[config.mk]
export PLATFORM = sky130hd
export DESIGN_NAME = pipelined_addsub_flat
export DESIGN_NICKNAME = d
export VERILOG_FILES = /design/src/rtl/pipelined_addsub_if.sv /design/src/rtl/pipelined_addsub.sv /design/src/flat_wrapper.sv
export SDC_FILE = /design/constraint.sdc
export NUM_CORES = 1
export LEC_CHECK = 0
export CAP_MARGIN = 20
export CELL_PAD_IN_SITES_DETAIL_PLACEMENT = 1
export CELL_PAD_IN_SITES_GLOBAL_PLACEMENT = 1
export CORE_ASPECT_RATIO = 0.9
export CORE_UTILIZATION = 41
export CTS_CLUSTER_DIAMETER = 80
export DETAILED_ROUTE_END_ITERATION = 10
export PLACE_DENSITY_LB_ADDON = 0.1
export SLEW_MARGIN = 20
export SYNTH_ARGS = -nofsm -noshare
export SYNTH_HDL_FRONTEND = slang
export SYNTH_SLANG_ARGS = --single-unit
[constraint.sdc]
create_clock -name clk -period 3.5 [get_ports clk]
set_input_delay 0.35 -clock clk [delete_from_list [all_inputs] [get_ports clk]]
set_output_delay 0.35 -clock clk [all_outputs]
set_load 0.01 [all_outputs]
[src/rtl/pipelined_addsub_if.sv]
// Handshake and operand/result bundle for the pipelined adder-subtractor.
// The master drives operands and out_ready; the slave returns results and in_ready.
interface pipelined_addsub_if #(
   parameter int unsigned WIDTH = 16
);
   logic             in_valid;
   logic             in_ready;
   logic [WIDTH-1:0] a;
   logic [WIDTH-1:0] b;
   logic             ci;
   logic             sub;
   logic             sat;
   logic             out_valid;
   logic             out_ready;
   logic [WIDTH-1:0] y;
   logic             c;
   logic             v;
   logic             z;

   modport master (
      output in_valid, a, b, ci, sub, sat, out_ready,
      input  in_ready, out_valid, y, c, v, z
   );

   modport slave (
      input  in_valid, a, b, ci, sub, sat, out_ready,
      output in_ready, out_valid, y, c, v, z
   );
endinterface

[src/rtl/pipelined_addsub.sv]
// Pipelined add/subtract with a segmented carry chain, signed saturation and
// zero flag; one global advance stalls every stage together.
module pipelined_addsub #(
   parameter int unsigned WIDTH  = 16,
   parameter int unsigned STAGES = 2
) (
   input logic              clk,
   input logic              rst_n,
   pipelined_addsub_if.slave bus
);
   localparam int unsigned SEG = WIDTH / STAGES;
   localparam int unsigned L   = STAGES - 1;

   // Bank k feeds stage k: bank 0 captures the input, stage k resolves segment k.
   logic [WIDTH-1:0] st_a   [STAGES];
   logic [WIDTH-1:0] st_b   [STAGES];
   logic [WIDTH-1:0] st_s   [STAGES];
   logic             st_c   [STAGES];
   logic             st_sat [STAGES];
   logic             st_vld [STAGES];

   logic [WIDTH-1:0] nx_s [STAGES];
   logic             nx_c [STAGES];

   logic             started;
   logic             adv;
   logic [WIDTH-1:0] raw;
   logic [WIDTH-1:0] ysat;
   logic             vraw;

   logic [WIDTH-1:0] y_q;
   logic             c_q;
   logic             v_q;
   logic             z_q;
   logic             ov_q;

   assign adv          = !ov_q || bus.out_ready;
   assign bus.in_ready = started && adv;
   assign bus.out_valid = ov_q;
   assign bus.y        = y_q;
   assign bus.c        = c_q;
   assign bus.v        = v_q;
   assign bus.z        = z_q;

   always_comb begin
      for (int unsigned k = 0; k < STAGES; k++) begin
         nx_s[k] = st_s[k];
         {nx_c[k], nx_s[k][k*SEG +: SEG]} = {1'b0, st_a[k][k*SEG +: SEG]}
                                          + {1'b0, st_b[k][k*SEG +: SEG]}
                                          + {{SEG{1'b0}}, st_c[k]};
      end
   end

   // Overflow and clamping look at the raw sum; zero flag sees the clamped value.
   always_comb begin
      raw  = nx_s[L];
      vraw = (st_a[L][WIDTH-1] == st_b[L][WIDTH-1]) && (raw[WIDTH-1] != st_a[L][WIDTH-1]);
      ysat = raw;
      if (st_sat[L] && vraw)
         ysat = {st_a[L][WIDTH-1], {(WIDTH-1){!st_a[L][WIDTH-1]}}};
   end

   always_ff @(posedge clk or negedge rst_n) begin
      if (!rst_n) begin
         started <= 1'b0;
         for (int unsigned k = 0; k < STAGES; k++) begin
            st_a[k]   <= '0;
            st_b[k]   <= '0;
            st_s[k]   <= '0;
            st_c[k]   <= 1'b0;
            st_sat[k] <= 1'b0;
            st_vld[k] <= 1'b0;
         end
         y_q  <= '0;
         c_q  <= 1'b0;
         v_q  <= 1'b0;
         z_q  <= 1'b0;
         ov_q <= 1'b0;
      end else begin
         started <= 1'b1;
         if (adv) begin
            st_a[0]   <= bus.a;
            st_b[0]   <= bus.sub ? ~bus.b : bus.b;
            st_s[0]   <= '0;
            st_c[0]   <= bus.ci;
            st_sat[0] <= bus.sat;
            st_vld[0] <= bus.in_valid && bus.in_ready;
            for (int unsigned k = 1; k < STAGES; k++) begin
               st_a[k]   <= st_a[k-1];
               st_b[k]   <= st_b[k-1];
               st_s[k]   <= nx_s[k-1];
               st_c[k]   <= nx_c[k-1];
               st_sat[k] <= st_sat[k-1];
               st_vld[k] <= st_vld[k-1];
            end
            y_q  <= ysat;
            c_q  <= nx_c[L];
            v_q  <= vraw;
            z_q  <= (ysat == '0);
            ov_q <= st_vld[L];
         end
      end
   end
endmodule

[src/flat_wrapper.sv]
// flat-port wrapper written by rule: the top's interface ports become plain ports
module pipelined_addsub_flat 
#(
   parameter int unsigned WIDTH  = 16,
   parameter int unsigned STAGES = 2
)
  (clk, rst_n, bus_in_valid, bus_a, bus_b, bus_ci, bus_sub, bus_sat, bus_out_ready, bus_in_ready, bus_out_valid, bus_y, bus_c, bus_v, bus_z);
  pipelined_addsub_if #(.WIDTH(WIDTH)) bus_i ();
  input logic clk;
  input logic rst_n;
  input wire logic [$bits(bus_i.in_valid)-1:0] bus_in_valid;
  input wire logic [$bits(bus_i.a)-1:0] bus_a;
  input wire logic [$bits(bus_i.b)-1:0] bus_b;
  input wire logic [$bits(bus_i.ci)-1:0] bus_ci;
  input wire logic [$bits(bus_i.sub)-1:0] bus_sub;
  input wire logic [$bits(bus_i.sat)-1:0] bus_sat;
  input wire logic [$bits(bus_i.out_ready)-1:0] bus_out_ready;
  output wire logic [$bits(bus_i.in_ready)-1:0] bus_in_ready;
  output wire logic [$bits(bus_i.out_valid)-1:0] bus_out_valid;
  output wire logic [$bits(bus_i.y)-1:0] bus_y;
  output wire logic [$bits(bus_i.c)-1:0] bus_c;
  output wire logic [$bits(bus_i.v)-1:0] bus_v;
  output wire logic [$bits(bus_i.z)-1:0] bus_z;
  assign bus_i.in_valid = bus_in_valid;
  assign bus_i.a = bus_a;
  assign bus_i.b = bus_b;
  assign bus_i.ci = bus_ci;
  assign bus_i.sub = bus_sub;
  assign bus_i.sat = bus_sat;
  assign bus_i.out_ready = bus_out_ready;
  assign bus_in_ready = bus_i.in_ready;
  assign bus_out_valid = bus_i.out_valid;
  assign bus_y = bus_i.y;
  assign bus_c = bus_i.c;
  assign bus_v = bus_i.v;
  assign bus_z = bus_i.z;
  pipelined_addsub #(.WIDTH(WIDTH), .STAGES(STAGES)) u_core (.clk(clk), .rst_n(rst_n), .bus(bus_i));
endmodule
## After elaboration in Yosys (flattened, before gate mapping)

Index checks and enable logic that the tools add are counted.

| word-level totals | value |
|---|---|
| input bits | 39 |
| register bits | 99 |

| operators by class | value |
|---|---|
| reductions and logical operators | 8 |
| bitwise operators | 1 |
| mux-type cells | 2 |
| eq/ne operators | 2 |
| $add $sub $neg | 4 |

Operators with widths:

| operator | count |
|---|---|
| $mux W16 | 2 |
| $add A8 B8 Y9 | 2 |
| $add A9 B1 Y9 | 2 |
| $logic_not A16 Y1 | 1 |
| $not A16 Y16 | 1 |
| $logic_and A1 B1 Y1 | 4 |
| $logic_not A1 Y1 | 2 |
| $eq A1 B1 Y1 | 1 |
| $logic_or A1 B1 Y1 | 1 |
| $ne A1 B1 Y1 | 1 |

## Longest topological paths before layout

Gate-level depths: netlist of the first run.

| logic depth | value |
|---|---|
| word-level depth | 7 |
| mapped depth | 10 |

## Least setup slack after synthesis of the first run

No wires, ideal clock.

| timing | value |
|---|---|
| path kind | reg-to-reg |
| from | register u_core.st_c[0] (netlist name) |
| to | register u_core.z_q, in the netlist u_core.bus.z |
| cell stages (with the launch flop) | 10 |
| library setup time | 0.092 ns |
| arrival | 2.446 ns |
| clock period less this slack | 2.538 ns |
| path buffers | 0 |
| path slack | 0.962 ns |
| cell sequence | dfrtp_1 > fa_1 > inv_1 > fa_1 > nor2b_1 > o21ai_2 > xnor2_1 > or4_1 > or4_1 > o31ai_2 |

| on the way | value |
|---|---|
| cells in the longest elaborated chain, start to end | 6 |

Ends and longest elaborated chain:

| what | line | text |
|---|---|---|
| from (decl) | pipelined_addsub.sv:18 | `logic st_c [STAGES];` |
| from (signal, indexed assignment) | pipelined_addsub.sv:92 | `st_c[k] <= nx_c[k-1];` |
| $add A9 B1 Y9 (*) | pipelined_addsub.sv:50 | `+ {{SEG{1'b0}}, st_c[k]};` |
| $ne A1 B1 Y1 | pipelined_addsub.sv:57 | `vraw = (st_a[L][WIDTH-1] == st_b[L][WIDTH-1]) && (raw[WIDTH-1] != st_a[L][WIDTH-1]);` |
| $logic_and A1 B1 Y1 | pipelined_addsub.sv:57 |  |
| $logic_and A1 B1 Y1 | pipelined_addsub.sv:59 | `if (st_sat[L] && vraw)` |
| $mux W16 (*) | pipelined_addsub.sv:59 |  |
| $logic_not A16 Y1 (*) | pipelined_addsub.sv:99 | `z_q <= (ysat == '0);` |
| to (signal assigned) | pipelined_addsub.sv:99 |  |
| to (decl) | pipelined_addsub.sv:34 | `logic z_q;` |

Mark *: on every way between the ends. The rest lies on a longest branch, timed or not.
A chain may end at the register's enable or synchronous reset.

## Worst setup path in the final report of the first run

Ends and elaborated chain as after synthesis.

==> summary.txt, run 1 <==
CTS
  – Clk buf depth: 2
  – CTS clock-pin slew for the worst setup and hold paths: 0.09 ns
  – H-tree levels: 3
  – Post-CTS Hold Buffers: 0
  – Post-CTS Resized: 0
  – Clock latency on the worst-skew pair: 0.36 ns
  – TritonCTS clock tree: done
  – # clock sinks: 83
  – Postcts setup bufs: 0
  – Root buffer cell: clkbuf_8
  – Num CTS Buffers: 9

Power
  – Clk pwr share: 23.0%
  – P_sw: 1.315 mW
  – Maximum vdd drop: 0.0003024 V
  – Pwr Density: 769.2 mW/mm^2
  – Sequential power share: 38.5%
  – Internal power: 2.494 mW
  – Sw frac: 34.52%
  – LEAKAGE: 2.223 nW
  – Logic pwr share: 38.5%

Floorplan
  – DIE AREA: 0.01013 mm^2
  – Chip Width: 106.0 um
  – Initial Utilization: 42.92%
  – Cell Rows: 33
  – IO Count: 60
  – Core box area: 0.009290 mm^2
  – Die height: 95.56 um

Finish
  – Post-layout nets: 526
  – Final core area utilization: 53.29%
  – Filler Cell Count: 1076
  – Share of cells above drive strength 1: 8.861%
  – Synthesis-to-layout area growth: 24.16%
  – Final std cells w/o fill: 596
  – # diodes: 0

Logic synthesis
  – Synth Area per Inst: 9.563 um^2
  – Compound-gate portion of the synthesized area: 14.03%
  – Synthesized area: 0.003988 mm^2
  – Largest family of logic cells by synthesized area: simple AND/OR/NAND/NOR gates
  – Mux share of post-synthesis cell area: 0%
  – Fraction of registers with async set/reset: 100.0%
  – Synth warn: 0
  – Synthesized Nets: 474
  – Simple-gate area share of the yosys netlist: 17.98%
  – Yosys reg bits: 83
  – Register area share after synthesis: 52.09%
  – Primary FF master, synth: dfrtp_1
  – Post-synth EDFFs: 0
  – Synth Area in Adders: 6.401%
  – Synth cell types: 42
  – Syn Inst Count: 417
  – XOR/XNOR Fraction of Synth Area: 5.711%

Setup path
  – Category of the most critical setup path: reg -> reg
  – Max incr delay on CP: 0.51 ns
  – WP data required: 3.77 ns
  – CP startpoint kind: flip-flop
  – Worst setup EP type: flip-flop
  – Critical Path Fanout Max: 2
  – CP Cell Sequence: fa_1, inv_1, fa_1, nor2b_1, o21ai_2, xnor2_1, or4_1, or4_1, o31ai_2
  – Crit path DAT: 2.97 ns
  – Crit path max-delay family: simple AND/OR/NAND/NOR gates
  – CP max-delay cell: or4_1
  – R2R depth: 9
  – FF-to-FF setup slack: 0.80 ns
  – CP bufs+invs: 1
  – RR Endpoint: u_core.bus.z
  – RR Startpoint: u_core.st_c[0]

Detailed routing
  – Vias: 2970
  – Drt via density: 4.983
  – Antenna viol nets, final: 0
  – Drt first pass iters: 4
  – Residual DRC count: 0
  – Routed WL: 8998 um
  – Routed wire per std cell: 15.10 um
  – Number of DRC markers in iteration 0: 91

Timing
  – Fin Hold WS: 0.02805 ns
  – Count of final hold-check violations: 0
  – Clock skew: 0.01035 ns
  – Fin crit period: 2.697 ns
  – Final WS setup: 0.8025 ns
  – FMAX: 370.7 MHz
  – Fin Setup TNS: 0 ns
  – RSZ-0062 raised after global routing: no
  – Final period util: 77.07%
  – Final Max Slew Viols: 0
  – Rel. slew slack: 36.80%
  – Worst Tran Pin Value: 0.9451 ns
  – Final setup fails: 0

Min path
  – Hold crit path type: in -> async

Place
  – Pre-CTS setup slack: 0.7970 ns
  – Buffers on Ports: 59
  – Cells after DPL: 580
  – Placer Congestion: 0.7945
  – Hpwl dp: 6418 um

Run
  – Max-Cap Viols: 0

Global route
  – Overflow after GRT: 0
  – Grt met3 use: 3.828%
  – GRT Total Usage: 19.87%
  – Initial antenna violation count: 0
  – GRT busiest layer: met2
  – Met2 usage: 32.73%
  – Pin count of the biggest net entering global routing: 84
  – First-pass GRT wire length: 15690 um
  – Vias in the first global route: 3116
  – GRT met1 Usage: 26.85%

Run status
  – Outcome: complete, no violations
## worst register-to-register path: cells and delay by family (launching register included)
kind            cells  cell delay, ns
compound gates      2            0.28
xor+xnor            1            0.13
fa+ha+maj           2            0.63
buf+inv             1            0.06
flops               1            0.39
simple gates        3            1.13
## layout by cell type (no fill, tap or decap), types with 2 or more instances in the layout
cell	n
nand2_1	126
a21o_1	2
buf_4	6
fa_1	4
nor2_1	12
clkbuf_8	11
clkdlybuf4s50_1	58
xor2_1	4
nor3_1	8
nand2b_1	2
nor3b_1	3
o21bai_1	2
o211ai_1	3
a21oi_1	15
xnor2_1	22
bufinv_16	3
o21a_1	4
ha_1	14
inv_1	13
and2_1	2
o221a_2	12
or4_1	2
nor2b_1	2
o31ai_1	3
o21ai_0	30
or2_1	2
dfrtp_1	83
nand3_1	6
## how the worst max path moves through the flow
stage          cells past startpoint      startpoint  slack (ns)      endpoint
2_1_floorplan                      9  u_core.st_c[0]        0.96  u_core.bus.z
3_3_place_gp                       9  u_core.st_c[0]        0.86  u_core.bus.z
3_5_place_dp                       9  u_core.st_c[0]        0.80  u_core.bus.z
4_1_cts                            9  u_core.st_c[0]        0.78  u_core.bus.z
5_1_grt                            9  u_core.st_c[0]        0.59  u_core.bus.z
6_report                           9  u_core.st_c[0]        0.80  u_core.bus.z
## routing by layer
layer	vias to the layer above	part of all wire, %
met5	-	0
met4	0	1.3
met3	14	2.9
met2	50	46
met1	1411	50
li1	1495	-
## power groups by stage
stage / Sequential (mW) / Combinational (mW) / Clock [mW]
floorplan: 1.46 / 0.916 / 0
global placement: 1.47 / 1.42 / 0
detailed placement: 1.49 / 1.47 / 0
CTS: 1.47 / 1.49 / 0.901
global route: 1.50 / 1.63 / 0.935
finish: 1.47 / 1.47 / 0.877
## logic make-up (layout without fill, tap and decap cells)
family          after synthesis  count (layout)
xor+xnor                     26              26
compound gates               80              80
flops                        83              83
simple gates                171             171
fa+ha+maj                    18              18
buf+inv                      38              95
other cells                   1               1
## synth_stat cells (all sizes together), types with 2 or more instances
| cell | count | area [um^2] |
|---|---|---|
| o21ai | 31 | 158.9 |
| xnor2 | 22 | 192.7 |
| nor3 | 8 | 40.04 |
| o221a | 12 | 135.1 |
| buf | 8 | 35.03 |
| nand2b | 3 | 18.77 |
| a211oi | 2 | 20.02 |
| dfrtp | 83 | 2077 |
| a21o | 2 | 15.01 |
| xor2 | 4 | 35.03 |
| fa | 4 | 80.08 |
| o21bai | 2 | 15.01 |
| ha | 14 | 175.2 |
| nor2b | 3 | 18.77 |
| inv | 14 | 52.55 |
| clkbuf | 16 | 60.06 |
| nand2 | 126 | 473.0 |
| a21oi | 15 | 75.07 |
| nor3b | 3 | 22.52 |
| or4 | 2 | 15.01 |
| o31ai | 4 | 35.03 |
| nand3 | 6 | 30.03 |
| nor2 | 12 | 45.04 |
| o21a | 4 | 30.03 |
| or2 | 2 | 12.51 |
| o211ai | 3 | 22.52 |
| and2 | 2 | 12.51 |
## sequential cells by signal, summed over array words and instances, names as in the netlist
register / count
u_core.st_a: 24
u_core.st_b: 24
u_core.bus.y: 16
u_core.nx_s: 8
u_core.st_c: 2
u_core.st_sat: 2
u_core.st_vld: 2
u_core.bus.c: 1
u_core.bus.out_valid: 1
u_core.bus.v: 1
u_core.bus.z: 1
u_core.started: 1
## per-stage QoR
stage | total power, mW | instance area, um^2
2_1_floorplan | 2.377 | 3988
3_3_place_gp | 2.895 | 4688
3_5_place_dp | 2.962 | 4688
4_1_cts | 3.859 | 4947
5_1_grt | 4.070 | 4951
6_report | 3.808 | 4951
## area by class of cell
cell class	count	area (um^2)	area share [%]
inverters	14	52.55	1.061
clock inverters	5	107.6	2.173
repair buffers	65	636.9	12.86
clock buffers	11	151.4	3.058
multi-input cells	296	1773	35.81
well taps	122	152.6	3.083
flip-flops and latches	83	2077	41.95
Note: power is estimated with default switching activity, not from simulation.
==> inputs of run 2 (changes only) <==
==> constraint.sdc (replaced) <==
create_clock -name clk -period 2.7 [get_ports clk]
set_input_delay 0.27 -clock clk [delete_from_list [all_inputs] [get_ports clk]]
set_output_delay 0.27 -clock clk [all_outputs]
set_load 0.01 [all_outputs]
==> summary.txt, run 2 (same netlist as run 1, synthesis figures left out) <==
Finish
  – # diodes: 0
  – Share of cells above drive strength 1: 10.50%
  – Synthesis-to-layout area growth: 24.69%
  – Reg area: 0.002077 mm^2
  – Final core area utilization: 53.52%
  – Filler Cell Count: 1054
  – Commonest non-fill, non-tap cell in the layout: nand2_1
  – Area of the multi-input gates: 0.001813 mm^2
  – Post-layout nets: 531
  – Most frequent cells in the layout: nand2_1, dfrtp_1, clkdlybuf4s50_1

Floorplan
  – DIE AREA: 0.01013 mm^2
  – Cell Rows: 33
  – IO Count: 60
  – Core box area: 0.009290 mm^2
  – Initial Utilization: 42.92%
  – Chip Width: 106.0 um
  – Die height: 95.56 um

Global route
  – Met2 usage: 32.68%
  – Pin count of the biggest net entering global routing: 84
  – GRT busiest layer: met2
  – First-pass GRT wire length: 15670 um
  – Overflow after GRT: 0
  – Initial antenna violation count: 0
  – GRT Total Usage: 20.17%
  – Grt met3 use: 3.691%
  – GRT met1 Usage: 26.87%
  – Vias in the first global route: 3190

Place
  – Hpwl dp: 6464 um
  – Placer Congestion: 0.8108
  – Buffers on Ports: 59

CTS
  – Num CTS Buffers: 9
  – Clock latency on the worst-skew pair: 0.35 ns
  – CTS clock-pin slew for the worst setup and hold paths: 0.08 ns
  – Clk buf depth: 2
  – H-tree levels: 3
  – Root buffer cell: clkbuf_8
  – # clock sinks: 83
  – TritonCTS clock tree: done

Timing
  – Final setup fails: 0
  – Rel. slew slack: 48.91%
  – Clock skew: 0.01260 ns
  – Worst Tran Pin Value: 0.7664 ns
  – Fin Hold WS: -0.05403 ns
  – Count of final hold-check violations: 36
  – Final Max Slew Viols: 0
  – Final period util: 98.06%
  – FMAX: 377.7 MHz
  – RSZ-0062 raised after global routing: yes
  – Fin crit period: 2.648 ns

Setup path
  – Critical Path Fanout Max: 2
  – Worst setup EP type: flip-flop
  – CP startpoint kind: flip-flop
  – R2R depth: 9
  – FF-to-FF setup slack: 0.05 ns
  – Category of the most critical setup path: reg -> reg
  – WP data required: 2.97 ns
  – Max incr delay on CP: 0.52 ns
  – RR Startpoint: u_core.st_c[0]
  – RR Endpoint: u_core.bus.z
  – CP max-delay cell: or4_1
  – Most common cell on crit path: fa_2
  – CP Cell Sequence: fa_2, inv_1, fa_2, nor2b_4, o21ai_2, xnor2_1, or4_1, or4_4, o31ai_2
  – Crit path DAT: 2.92 ns

Detailed routing
  – Drt via density: 5.134
  – Drt first pass iters: 4
  – Number of DRC markers in iteration 0: 83
  – Antenna viol nets, final: 0
  – Routed WL: 9082 um
  – Residual DRC count: 0
  – Vias: 3070
  – Routed wire per std cell: 15.19 um

Power
  – Pwr Density: 975.8 mW/mm^2
  – Sw frac: 35.10%
  – Clk pwr share: 19.6%
  – Sequential power share: 39.0%
  – P_sw: 1.703 mW
  – Maximum vdd drop: 0.0003871 V
  – Logic pwr share: 41.4%
  – LEAKAGE: 2.236 nW
  – Post-layout power: 4.852 mW
  – Internal power: 3.149 mW

Run
  – Max-Cap Viols: 0

Run status
  – Failing checks: negative hold slack
  – Outcome: complete, but fails checks

Min path
  – Hold crit path type: in -> async
[run 2: cell types whose count changed in the layout (fill, tap and decap cells not counted), sizes merged]
| cell | delta |
|---|---|
| buf | +5 |
| clkbuf | -1 |
| bufinv | -1 |
| inv | -1 |
[run 2: layer usage]
metal,vias to the layer above,wire length [um]
li1,1502,-
met1,1490,4454
met2,63,4160
met3,15,285
met4,0,182
met5,-,0
[run 2: worst max path at each step]
stage / from / end / slack, ns / cells after the start
floorplan: u_core.st_c[0] / u_core.bus.z / 0.16 / 9
global placement: u_core.st_c[0] / u_core.bus.z / 0.06 / 9
detailed placement: u_core.st_c[0] / u_core.bus.z / 0.003 / 8
CTS: u_core.st_c[0] / u_core.bus.z / 0.06 / 9
global route: u_core.st_c[0] / u_core.bus.z / -0.05 / 9
finish: u_core.st_c[0] / u_core.bus.z / 0.05 / 9
[run 2: stage by stage]
| stage | std cells | TNS (ns) | worst slack [ns] | area, um^2 |
|---|---|---|---|---|
| after floorplan | 417 | 0 | 0.1619 | 3988 |
| after global placement | 583 | 0 | 0.06468 | 4711 |
| after detailed placement | 583 | 0 | 0.003308 | 4711 |
| after CTS | 596 | 0 | 0.06015 | 4945 |
| after global routing | 598 | -0.05109 | -0.05109 | 4972 |
| final | 598 | 0 | 0.05237 | 4972 |
[run 2: worst max-delay path: cells and delay by family, from the launching register on]
family | cells | cell delay [ns]
buffers and inverters | 1 | 0.09
DFF | 1 | 0.41
xor gates and xnor gates | 1 | 0.10
AOI/OAI and AO/OA | 2 | 0.32
adders and majority gates | 2 | 0.67
and+or+nand+nor | 3 | 1.00
[run 2: what timing repair did]
item | 4_1_cts | 5_1_grt
hold buffers | 0 | 0
setup endpoints to repair | 4 | 1
buffers inserted | 0 | 2
gates resized for setup | 6 | 2
[run 2: power groups by stage]
stage / sequential [mW] / clock (mW) / combinational (mW)
finish: 1.89 / 0.951 / 2.01
global route: 1.94 / 1.03 / 2.23
CTS: 1.89 / 0.984 / 2.00
detailed placement: 1.91 / 0 / 1.94
global placement: 1.89 / 0 / 1.88
floorplan: 1.89 / 0 / 1.19
[run 2: cell type report]
class,instances,area share (%)
inverters,14,1.057
well taps,122,3.070
flip-flops and latches,83,41.77
multi-input cells,296,36.46
clock inverters,3,1.309
clock buffers,10,2.768
repair buffers,70,13.56
